--- config.mk ---
export PLATFORM = sky130hd
export DESIGN_NAME = rocket_trace_ctrl_flat
export DESIGN_NICKNAME = d
export VERILOG_FILES = /design/src/rtl/rocket_trace_ctrl_if.sv /design/src/rtl/rocket_trace_ctrl.sv /design/src/flat_wrapper.sv
export SDC_FILE = /design/constraint.sdc
export NUM_CORES = 1
export LEC_CHECK = 0
export CAP_MARGIN = 20
export CORE_MARGIN = 1
export CORE_UTILIZATION = 37
export DETAILED_ROUTE_END_ITERATION = 8
export MAX_ROUTING_LAYER = met4
export PLACE_DENSITY = 0.87
export SKIP_CTS_REPAIR_TIMING = 1
export SLEW_MARGIN = 20
export SYNTH_ARGS = -nofsm -noshare
export SYNTH_HDL_FRONTEND = slang
export SYNTH_SLANG_ARGS = --single-unit
--- constraint.sdc ---
create_clock -name clk_i -period 2.8 [get_ports clk_i]
set_input_delay 0.56 -clock clk_i [delete_from_list [all_inputs] [get_ports clk_i]]
set_output_delay 0.56 -clock clk_i [all_outputs]
set_load 0.1 [all_outputs]
--- src/rtl/rocket_trace_ctrl_if.sv ---
// Core trace port seen by the capture controller: retire stream plus the
// trace buffer's current write pointer.
interface rocket_trace_ctrl_if #(
    parameter int ROCKET_MEM_ADDR_SIZE = 32
);
    logic                            trace_valid;
    logic [39:0]                     trace_iaddr;
    logic                            trace_exception;
    logic                            trace_interrupt;
    logic [ROCKET_MEM_ADDR_SIZE-1:0] trace_ptr;

    modport master (
        output trace_valid,
        output trace_iaddr,
        output trace_exception,
        output trace_interrupt,
        output trace_ptr
    );

    modport slave (
        input trace_valid,
        input trace_iaddr,
        input trace_exception,
        input trace_interrupt,
        input trace_ptr
    );
endinterface

--- src/rtl/rocket_trace_ctrl.sv ---
// Trace capture sequencer: arm, wait for trigger, record N post-trigger
// retirements, then freeze the buffer. Define ROCKET_TRACE_EXC_TRIG_EN to
// also trigger on exceptions/interrupts.
module rocket_trace_ctrl #(
    parameter int ROCKET_MEM_ADDR_SIZE = 32,
    parameter int POST_CNT_WIDTH       = 16
) (
    input  logic                            clk_i,
    input  logic                            reset_n_i,
    input  logic                            arm_i,
    input  logic                            stop_i,
    input  logic                            trig_addr_en_i,
    input  logic [39:0]                     trig_addr_i,
    input  logic [POST_CNT_WIDTH-1:0]       post_count_i,
    rocket_trace_ctrl_if.slave              trace_if,
    output logic                            trace_enabled_o,
    output logic [1:0]                      state_o,
    output logic                            triggered_o,
    output logic [ROCKET_MEM_ADDR_SIZE-1:0] trig_ptr_o,
    output logic [POST_CNT_WIDTH-1:0]       post_remaining_o
);
    localparam logic [1:0] ST_IDLE  = 2'd0;
    localparam logic [1:0] ST_ARMED = 2'd1;
    localparam logic [1:0] ST_POST  = 2'd2;
    localparam logic [1:0] ST_DONE  = 2'd3;

    logic [1:0]                      state_reg, state_next;
    logic                            trace_enabled_reg, trace_enabled_next;
    logic                            triggered_reg, triggered_next;
    logic [ROCKET_MEM_ADDR_SIZE-1:0] trig_ptr_reg, trig_ptr_next;
    logic [POST_CNT_WIDTH-1:0]       post_remaining_reg, post_remaining_next;
    logic                            ptr_pending_reg, ptr_pending_next;
    logic                            addr_hit;
    logic                            exc_hit;
    logic                            trig;

    assign addr_hit = trig_addr_en_i && (trace_if.trace_iaddr == trig_addr_i);
`ifdef ROCKET_TRACE_EXC_TRIG_EN
    assign exc_hit = trace_if.trace_exception || trace_if.trace_interrupt;
`else
    assign exc_hit = 1'b0;
`endif
    assign trig = (state_reg == ST_ARMED) && trace_if.trace_valid && (addr_hit || exc_hit);

    always_comb begin
        state_next          = state_reg;
        triggered_next      = triggered_reg;
        post_remaining_next = post_remaining_reg;
        ptr_pending_next    = 1'b0;
        // The buffer registers its write data, so the trigger's slot is the
        // pointer presented one cycle after the trigger.
        trig_ptr_next       = ptr_pending_reg ? trace_if.trace_ptr : trig_ptr_reg;

        case (state_reg)
            ST_IDLE, ST_DONE: begin
                if (arm_i && !stop_i) begin
                    state_next          = ST_ARMED;
                    triggered_next      = 1'b0;
                    post_remaining_next = post_count_i;
                end
            end
            ST_ARMED: begin
                if (stop_i) begin
                    state_next = ST_DONE;
                end else if (trig) begin
                    triggered_next   = 1'b1;
                    ptr_pending_next = 1'b1;
                    state_next       = (post_count_i == '0) ? ST_DONE : ST_POST;
                end
            end
            default: begin
                if (stop_i) begin
                    state_next = ST_DONE;
                end else if (trace_if.trace_valid) begin
                    if (post_remaining_reg <= POST_CNT_WIDTH'(1)) begin
                        post_remaining_next = '0;
                        state_next          = ST_DONE;
                    end else begin
                        post_remaining_next = post_remaining_reg - POST_CNT_WIDTH'(1);
                    end
                end
            end
        endcase

        trace_enabled_next = (state_next == ST_ARMED) || (state_next == ST_POST);
    end

    always_ff @(posedge clk_i or negedge reset_n_i) begin
        if (!reset_n_i) begin
            state_reg          <= ST_IDLE;
            trace_enabled_reg  <= 1'b0;
            triggered_reg      <= 1'b0;
            trig_ptr_reg       <= '0;
            post_remaining_reg <= '0;
            ptr_pending_reg    <= 1'b0;
        end else begin
            state_reg          <= state_next;
            trace_enabled_reg  <= trace_enabled_next;
            triggered_reg      <= triggered_next;
            trig_ptr_reg       <= trig_ptr_next;
            post_remaining_reg <= post_remaining_next;
            ptr_pending_reg    <= ptr_pending_next;
        end
    end

    assign state_o          = state_reg;
    assign trace_enabled_o  = trace_enabled_reg;
    assign triggered_o      = triggered_reg;
    assign trig_ptr_o       = trig_ptr_reg;
    assign post_remaining_o = post_remaining_reg;
endmodule

--- src/flat_wrapper.sv ---
// flat-port wrapper written by rule: the top's interface ports become plain ports
module rocket_trace_ctrl_flat 
#(
    parameter int ROCKET_MEM_ADDR_SIZE = 32,
    parameter int POST_CNT_WIDTH       = 16
)
  (clk_i, reset_n_i, arm_i, stop_i, trig_addr_en_i, trig_addr_i, post_count_i, trace_enabled_o, state_o, triggered_o, trig_ptr_o, post_remaining_o, trace_if_trace_valid, trace_if_trace_iaddr, trace_if_trace_exception, trace_if_trace_interrupt, trace_if_trace_ptr);
  rocket_trace_ctrl_if #(.ROCKET_MEM_ADDR_SIZE(ROCKET_MEM_ADDR_SIZE)) trace_if_i ();
  input  logic clk_i;
  input  logic reset_n_i;
  input  logic arm_i;
  input  logic stop_i;
  input  logic trig_addr_en_i;
  input  logic [39:0] trig_addr_i;
  input  logic [POST_CNT_WIDTH-1:0] post_count_i;
  output logic trace_enabled_o;
  output logic [1:0] state_o;
  output logic triggered_o;
  output logic [ROCKET_MEM_ADDR_SIZE-1:0] trig_ptr_o;
  output logic [POST_CNT_WIDTH-1:0] post_remaining_o;
  input wire logic [$bits(trace_if_i.trace_valid)-1:0] trace_if_trace_valid;
  input wire logic [$bits(trace_if_i.trace_iaddr)-1:0] trace_if_trace_iaddr;
  input wire logic [$bits(trace_if_i.trace_exception)-1:0] trace_if_trace_exception;
  input wire logic [$bits(trace_if_i.trace_interrupt)-1:0] trace_if_trace_interrupt;
  input wire logic [$bits(trace_if_i.trace_ptr)-1:0] trace_if_trace_ptr;
  assign trace_if_i.trace_valid = trace_if_trace_valid;
  assign trace_if_i.trace_iaddr = trace_if_trace_iaddr;
  assign trace_if_i.trace_exception = trace_if_trace_exception;
  assign trace_if_i.trace_interrupt = trace_if_trace_interrupt;
  assign trace_if_i.trace_ptr = trace_if_trace_ptr;
  rocket_trace_ctrl #(.ROCKET_MEM_ADDR_SIZE(ROCKET_MEM_ADDR_SIZE), .POST_CNT_WIDTH(POST_CNT_WIDTH)) u_core (.clk_i(clk_i), .reset_n_i(reset_n_i), .arm_i(arm_i), .stop_i(stop_i), .trig_addr_en_i(trig_addr_en_i), .trig_addr_i(trig_addr_i), .post_count_i(post_count_i), .trace_if(trace_if_i), .trace_enabled_o(trace_enabled_o), .state_o(state_o), .triggered_o(triggered_o), .trig_ptr_o(trig_ptr_o), .post_remaining_o(post_remaining_o));
endmodule
# Word-level counts from Yosys, hierarchy flattened
# Index checks and enable logic that the tools add are counted.
# classes
n_addsub	1
n_lt_le_gt_ge	1
eq_ne	9
muxes	20
n_bitwise	1
n_reduce_logical	13
# ops
operator	n
two-way mux 16 bit	4
equality test 40 bit	1
one-hot mux 16 bit (2 select lines)	1
<= comparator 16 x 1 -> 1 bit (second input constant)	1
logical NOT 16 bit	1
subtractor 16 x 1 -> 16 bit (second input constant)	1
two-way mux 2 bit	6
AND reduction 4 bit	2
two-way mux 1 bit	7
!= test 2 x 1 -> 1 bit (second input constant)	3
equality test 2 x 1 -> 1 bit (second input constant)	2
equality test 2 bit (second input constant)	2
logical AND 1 bit	4
one-hot mux 2 bit (2 select lines)	1
nonzero test 2 bit	2
logical NOT 2 bit	1
!= test 2 bit (second input constant)	1
one-hot mux 1 bit (2 select lines)	1
OR reduction 2 bit	1
logical NOT 1 bit	1
logical OR 1 bit	1
inverter 1 bit	1
# totals
ff_bits	53
out_inout_bits	52

# Depth between registers and ports, before layout
# logic_depth
word_depth	8
ltp_mapped	10
ltp_nobuf	8

# Least setup slack after synthesis
# No wires, ideal clock.
# synth_timing
path_type	reg-to-reg
from	register u_core.state_reg[0] (netlist: u_core.state_o[0])
to	register u_core.triggered_reg (netlist: u_core.triggered_o)
setup_ps	128
arrival_time_ps	2601
required_time_ps	2672
path_slack_ps	71
path_stages_with_launch	7
path_buffers	0
period_less_slack_ps	2729
cell_sequence	dfrtp_1 -> ha_1 -> nand3_1 -> or4_4 -> or3_1 -> o21ai_1 -> o2bb2a_1
# synth_lines
element	line	text
start, declared	rocket_trace_ctrl.sv:27	logic [1:0] state_reg, state_next;
start signal, assigned	rocket_trace_ctrl.sv:97	state_reg <= state_next;
equality test 2 bit / logical NOT 2 bit (equally long branches)	rocket_trace_ctrl.sv:54	case (state_reg)
OR reduction 2 bit	rocket_trace_ctrl.sv:54	
one-hot mux 1 bit (2 select lines) (*)	rocket_trace_ctrl.sv:54	
named net u_core.triggered_next	rocket_trace_ctrl.sv:29	logic triggered_reg, triggered_next;
end signal, assigned	rocket_trace_ctrl.sv:99	triggered_reg <= triggered_next;
end, declared	rocket_trace_ctrl.sv:29	
# The timed path passes the listed nets; every way through them passes the cells marked *.
# A chain may end at the register's enable or synchronous reset.

# Worst setup path in the final report
# layout_timing
from	input port post_count_i[2]
to	register u_core.trace_enabled_reg (netlist: u_core.trace_enabled_o)
# layout_between
elab_chain_cells	7
# layout_lines
element	line	text
start, declared	flat_wrapper.sv:15	input logic [POST_CNT_WIDTH-1:0] post_count_i;
logical NOT 16 bit (*)	rocket_trace_ctrl.sv:68	state_next = (post_count_i == '0) ? ST_DONE : ST_POST;
two-way mux 1 bit (*)	rocket_trace_ctrl.sv:68	
two-way mux 2 bit (*)	rocket_trace_ctrl.sv:65	end else if (trig) begin
two-way mux 2 bit (*)	rocket_trace_ctrl.sv:63	if (stop_i) begin
one-hot mux 2 bit (2 select lines) (*)	rocket_trace_ctrl.sv:54	
named net u_core.state_next[0]	rocket_trace_ctrl.sv:27	
equality test 2 x 1 -> 1 bit / equality test 2 bit (equally long branches)	rocket_trace_ctrl.sv:85	trace_enabled_next = (state_next == ST_ARMED) || (state_next == ST_POST);
logical OR 1 bit (*)	rocket_trace_ctrl.sv:85	
named net u_core.trace_enabled_next	rocket_trace_ctrl.sv:28	logic trace_enabled_reg, trace_enabled_next;
end signal, assigned	rocket_trace_ctrl.sv:98	trace_enabled_reg <= trace_enabled_next;
end, declared	rocket_trace_ctrl.sv:28	
# Marked as above.

==> summary.txt <==
Pwr
  – Clock share of power: 10.8%
  – Leak pwr: 2.22 nW
  – VDD IR max: ~0.63 mV
  – Switching portion of total power: between 50% and 60%
  – Reg power frac: 27.7%
  – Int Power: between 1.5 and 2 mW
  – Pwr/cell area: 780 mW/mm^2
  – Logic gate share of total power: 61.5%
  – P_sw: between 2 and 2.5 mW

CTS
  – Clock Latency Late Sink: approximately 300 ps
  – Clock slew at reported path FFs: 100 ps
  – Root buffer cell: clkbuf_8
  – CTS sink count: 53
  – Clock Tree Buf Depth: 2
  – TritonCTS clock tree: yes
  – H-tree depth: 2
  – CTS Buf Count: 5

Worst setup path
  – Worst R2R Start: u_core.post_remaining_o[4]$_DFFE_PN0P_
  – RR Endpoint: u_core.post_remaining_o[6]$_DFFE_PN0P_
  – Crit Path Class: input port to flip-flop
  – Required @ worst endpoint: ~3000 ps
  – Worst path slowest cell: or4_1
  – Crit. End Element: flip-flop
  – Data arrival, critical path: 2790 ps
  – Worst setup SP type: input port
  – Slowest cell delay on critical path: approximately 540 ps
  – Critical Path Fanout Max: 2
  – Flop2flop setup slack: between 400 and 500 ps
  – Worst-path cell chain: clkdlybuf4s50_1, nor4_1, nand2_1, or2_2, or4_1, a211oi_2, xor2_1
  – Reg2Reg Depth: 6

STA
  – RSZ-0062 raised after global routing: false
  – Final setup fails: 0
  – Fin. max-slew vios: 0
  – Max-slew headroom: approximately three fifths
  – Hold Worst Slack: 158 ps
  – Final Hold Fails: 0
  – Worst Skew: 6.24 ps
  – Tmin final: approximately 2600 ps
  – Setup slack after layout: about 240 ps
  – Fin crit share: between 90% and 100%
  – FMAX: between 300 and 400 MHz
  – Worst-Margin Slew: ~600 ps

Finish
  – Final instance area: 0.00501 sq mm
  – Nets: roughly 630
  – Commonest non-fill, non-tap cell in the layout: clkdlybuf4s50_1
  – Max reg flops: 32
  – P&R area growth vs syn: 65.4%
  – Commonest non-fill, non-tap cells in the layout: clkdlybuf4s50_1, buf_4, dfrtp_1, xor2_1, mux2_2
  – Share of layout cells above drive strength 1: approximately 24%
  – Fillers: ~630
  – Antenna diode count: 0

Detailed routing
  – Uppermost routed layer: met4
  – DRC: 0
  – First drt pass iteration count: 4
  – Met2 wire length: between 4000 and 5000 um
  – DRT iter0 DRCs: between 100 and 150
  – Routed vias: approximately 3k
  – Wire length on met1: roughly 3500 um
  – Final WL: around 8800 um
  – Via density: 5.21
  – Remaining antenna violation count after routing: 0
  – Routed WL per cell: 15.0 um
  – DR WL met3: 636 um

Status
  – Status: finished, final reports clean

Placement
  – Pre-CTS setup slack: -82.9 ps
  – Placed Area: 0.00492 sq mm
  – Port Buffers: 185
  – Detail Placement HPWL: between 7000 and 8000 um
  – GPL Wtd Cong: ~0.85

Yosys
  – Post-synthesis cell count: ~300
  – Main synth FF type: dfrtp_1
  – Netlist cell types: 48
  – EDFF count, synth: 0
  – Syn avg cell area: approximately 10 sq um
  – Syn nets: approximately 430
  – Sequential area share after synthesis: approximately 44%
  – Mapped Area: approximately 0.003 sq mm
  – #FFs+latches synth: 53
  – Post-synth ARST share: 100%
  – Yosys warning count: 0

Global route
  – Vias in the first global route: roughly 3.0k
  – Pin count of the biggest net entering global routing: 33
  – Antenna violations before repair: 0
  – Global-route wire length before repair: roughly 14000 um
  – GR Overflow Total: 0
  – Gr usage total: a little over a fifth

Flow run
  – Max-cap violations: 0

Floorplan
  – Initial Util: 38.8%
  – I/O pins: about 190
  – Die Area: between 0.008 and 0.009 sq mm
  – Num rows: 32
  – Core ar.: 0.00781 sq mm
  – Die Ht: 92.5 um
  – Chip Width: ~93 um

Min path
  – HP Class: input port to async pin
==> final cells by class <==
cell class / instances / area, sq um / area share [%]
multi-input cells: 220 / 1630 / 32.5
clock buffers: 5 / 68.8 / 1.37
well taps: 102 / 128 / 2.55
flip-flops and latches: 53 / 1330 / 26.5
inverters: 7 / 26.3 / 0.524
clock inverters: 3 / 21.3 / 0.424
repair buffers: 198 / 1810 / 36.2
==> worst max-delay path, delay by kind of cell <==
family	cells	cell delay, ps
AOI/OAI and AO/OA	1	300
xor gates and xnor gates	1	160
buffers and inverters	1	430
and+or+nand+nor	4	1350
==> cell usage after synthesis (2+ instances only) <==
master,number,share of area [%]
o31ai_1,3,0.74
inv_1,7,0.87
or4_4,2,0.74
nand4_1,3,0.62
nand3_1,3,0.50
mux2_2,32,12
nor2b_1,2,0.41
o2bb2ai_1,5,1.4
o21ai_0,20,3.3
a31o_2,3,0.87
a21oi_1,12,2.0
o22ai_1,2,0.41
xnor2_1,7,2.0
buf_1,3,0.37
a211oi_1,2,0.50
clkbuf_1,9,1.1
nor3_1,8,1.3
nor2_1,15,1.9
dfrtp_1,53,44
a22oi_1,3,0.74
ha_1,4,1.7
nor4_1,18,3.7
or3_1,2,0.41
nand2_1,17,2.1
xor2_1,34,9.8
or4_1,2,0.50
==> through the flow <==
step	power [mW]	util, %	instances	setup TNS, ps
detailed placement	3.49	63.1	580	-90.2
CTS	3.93	64.2	588	0
global placement	3.42	63.1	580	-79.8
global route	4.13	64.2	588	0
finish	3.91	64.2	588	0
floorplan	2.80	-	293	0
==> per-layer routing <==
layer  global-route usage (%)  vias to the layer above
met2                     37.7                      176
met1                     24.5                     1425
li1                         -                     1447
met3                     3.04                       15
met4                     6.90                        0
met5                        -                        -
==> cells by family after synthesis <==
family / synth area share [%]
compound gates: 13.2
xor+xnor: 11.8
fa+ha+maj: 1.65
buf+inv: 2.52
flops: 43.7
mux: 12.2
simple gates: 14.9
==> how the worst max path moves through the flow <==
| stage | startpoint | end | cells past startpoint | slack (ps) |
|---|---|---|---|---|
| finish | post_count_i[2] | u_core.trace_enabled_o$_DFF_PN0_ | 7 | 240 |
| floorplan | u_core.state_o[0]$_DFF_PN0_ | u_core.triggered_o$_DFFE_PN0P_ | 6 | 70 |
| global placement | post_count_i[2] | u_core.trace_enabled_o$_DFF_PN0_ | 7 | -80 |
| CTS | post_count_i[2] | u_core.trace_enabled_o$_DFF_PN0_ | 7 | 230 |
| global route | post_count_i[2] | u_core.trace_enabled_o$_DFF_PN0_ | 7 | 110 |
| detailed placement | trig_addr_i[23] | u_core.trace_enabled_o$_DFF_PN0_ | 7 | -80 |
==> power by group through the flow <==
stage          Clock [mW]  Combinational [mW]  Sequential (mW)
4_1_cts             0.444                2.40             1.08
5_1_grt             0.478                2.55             1.11
2_1_floorplan           0               0.843             1.96
3_3_place_gp            0                2.34             1.08
6_report            0.424                2.40             1.08
3_5_place_dp            0                2.39             1.09
Power figures use the tool's default switching activity.
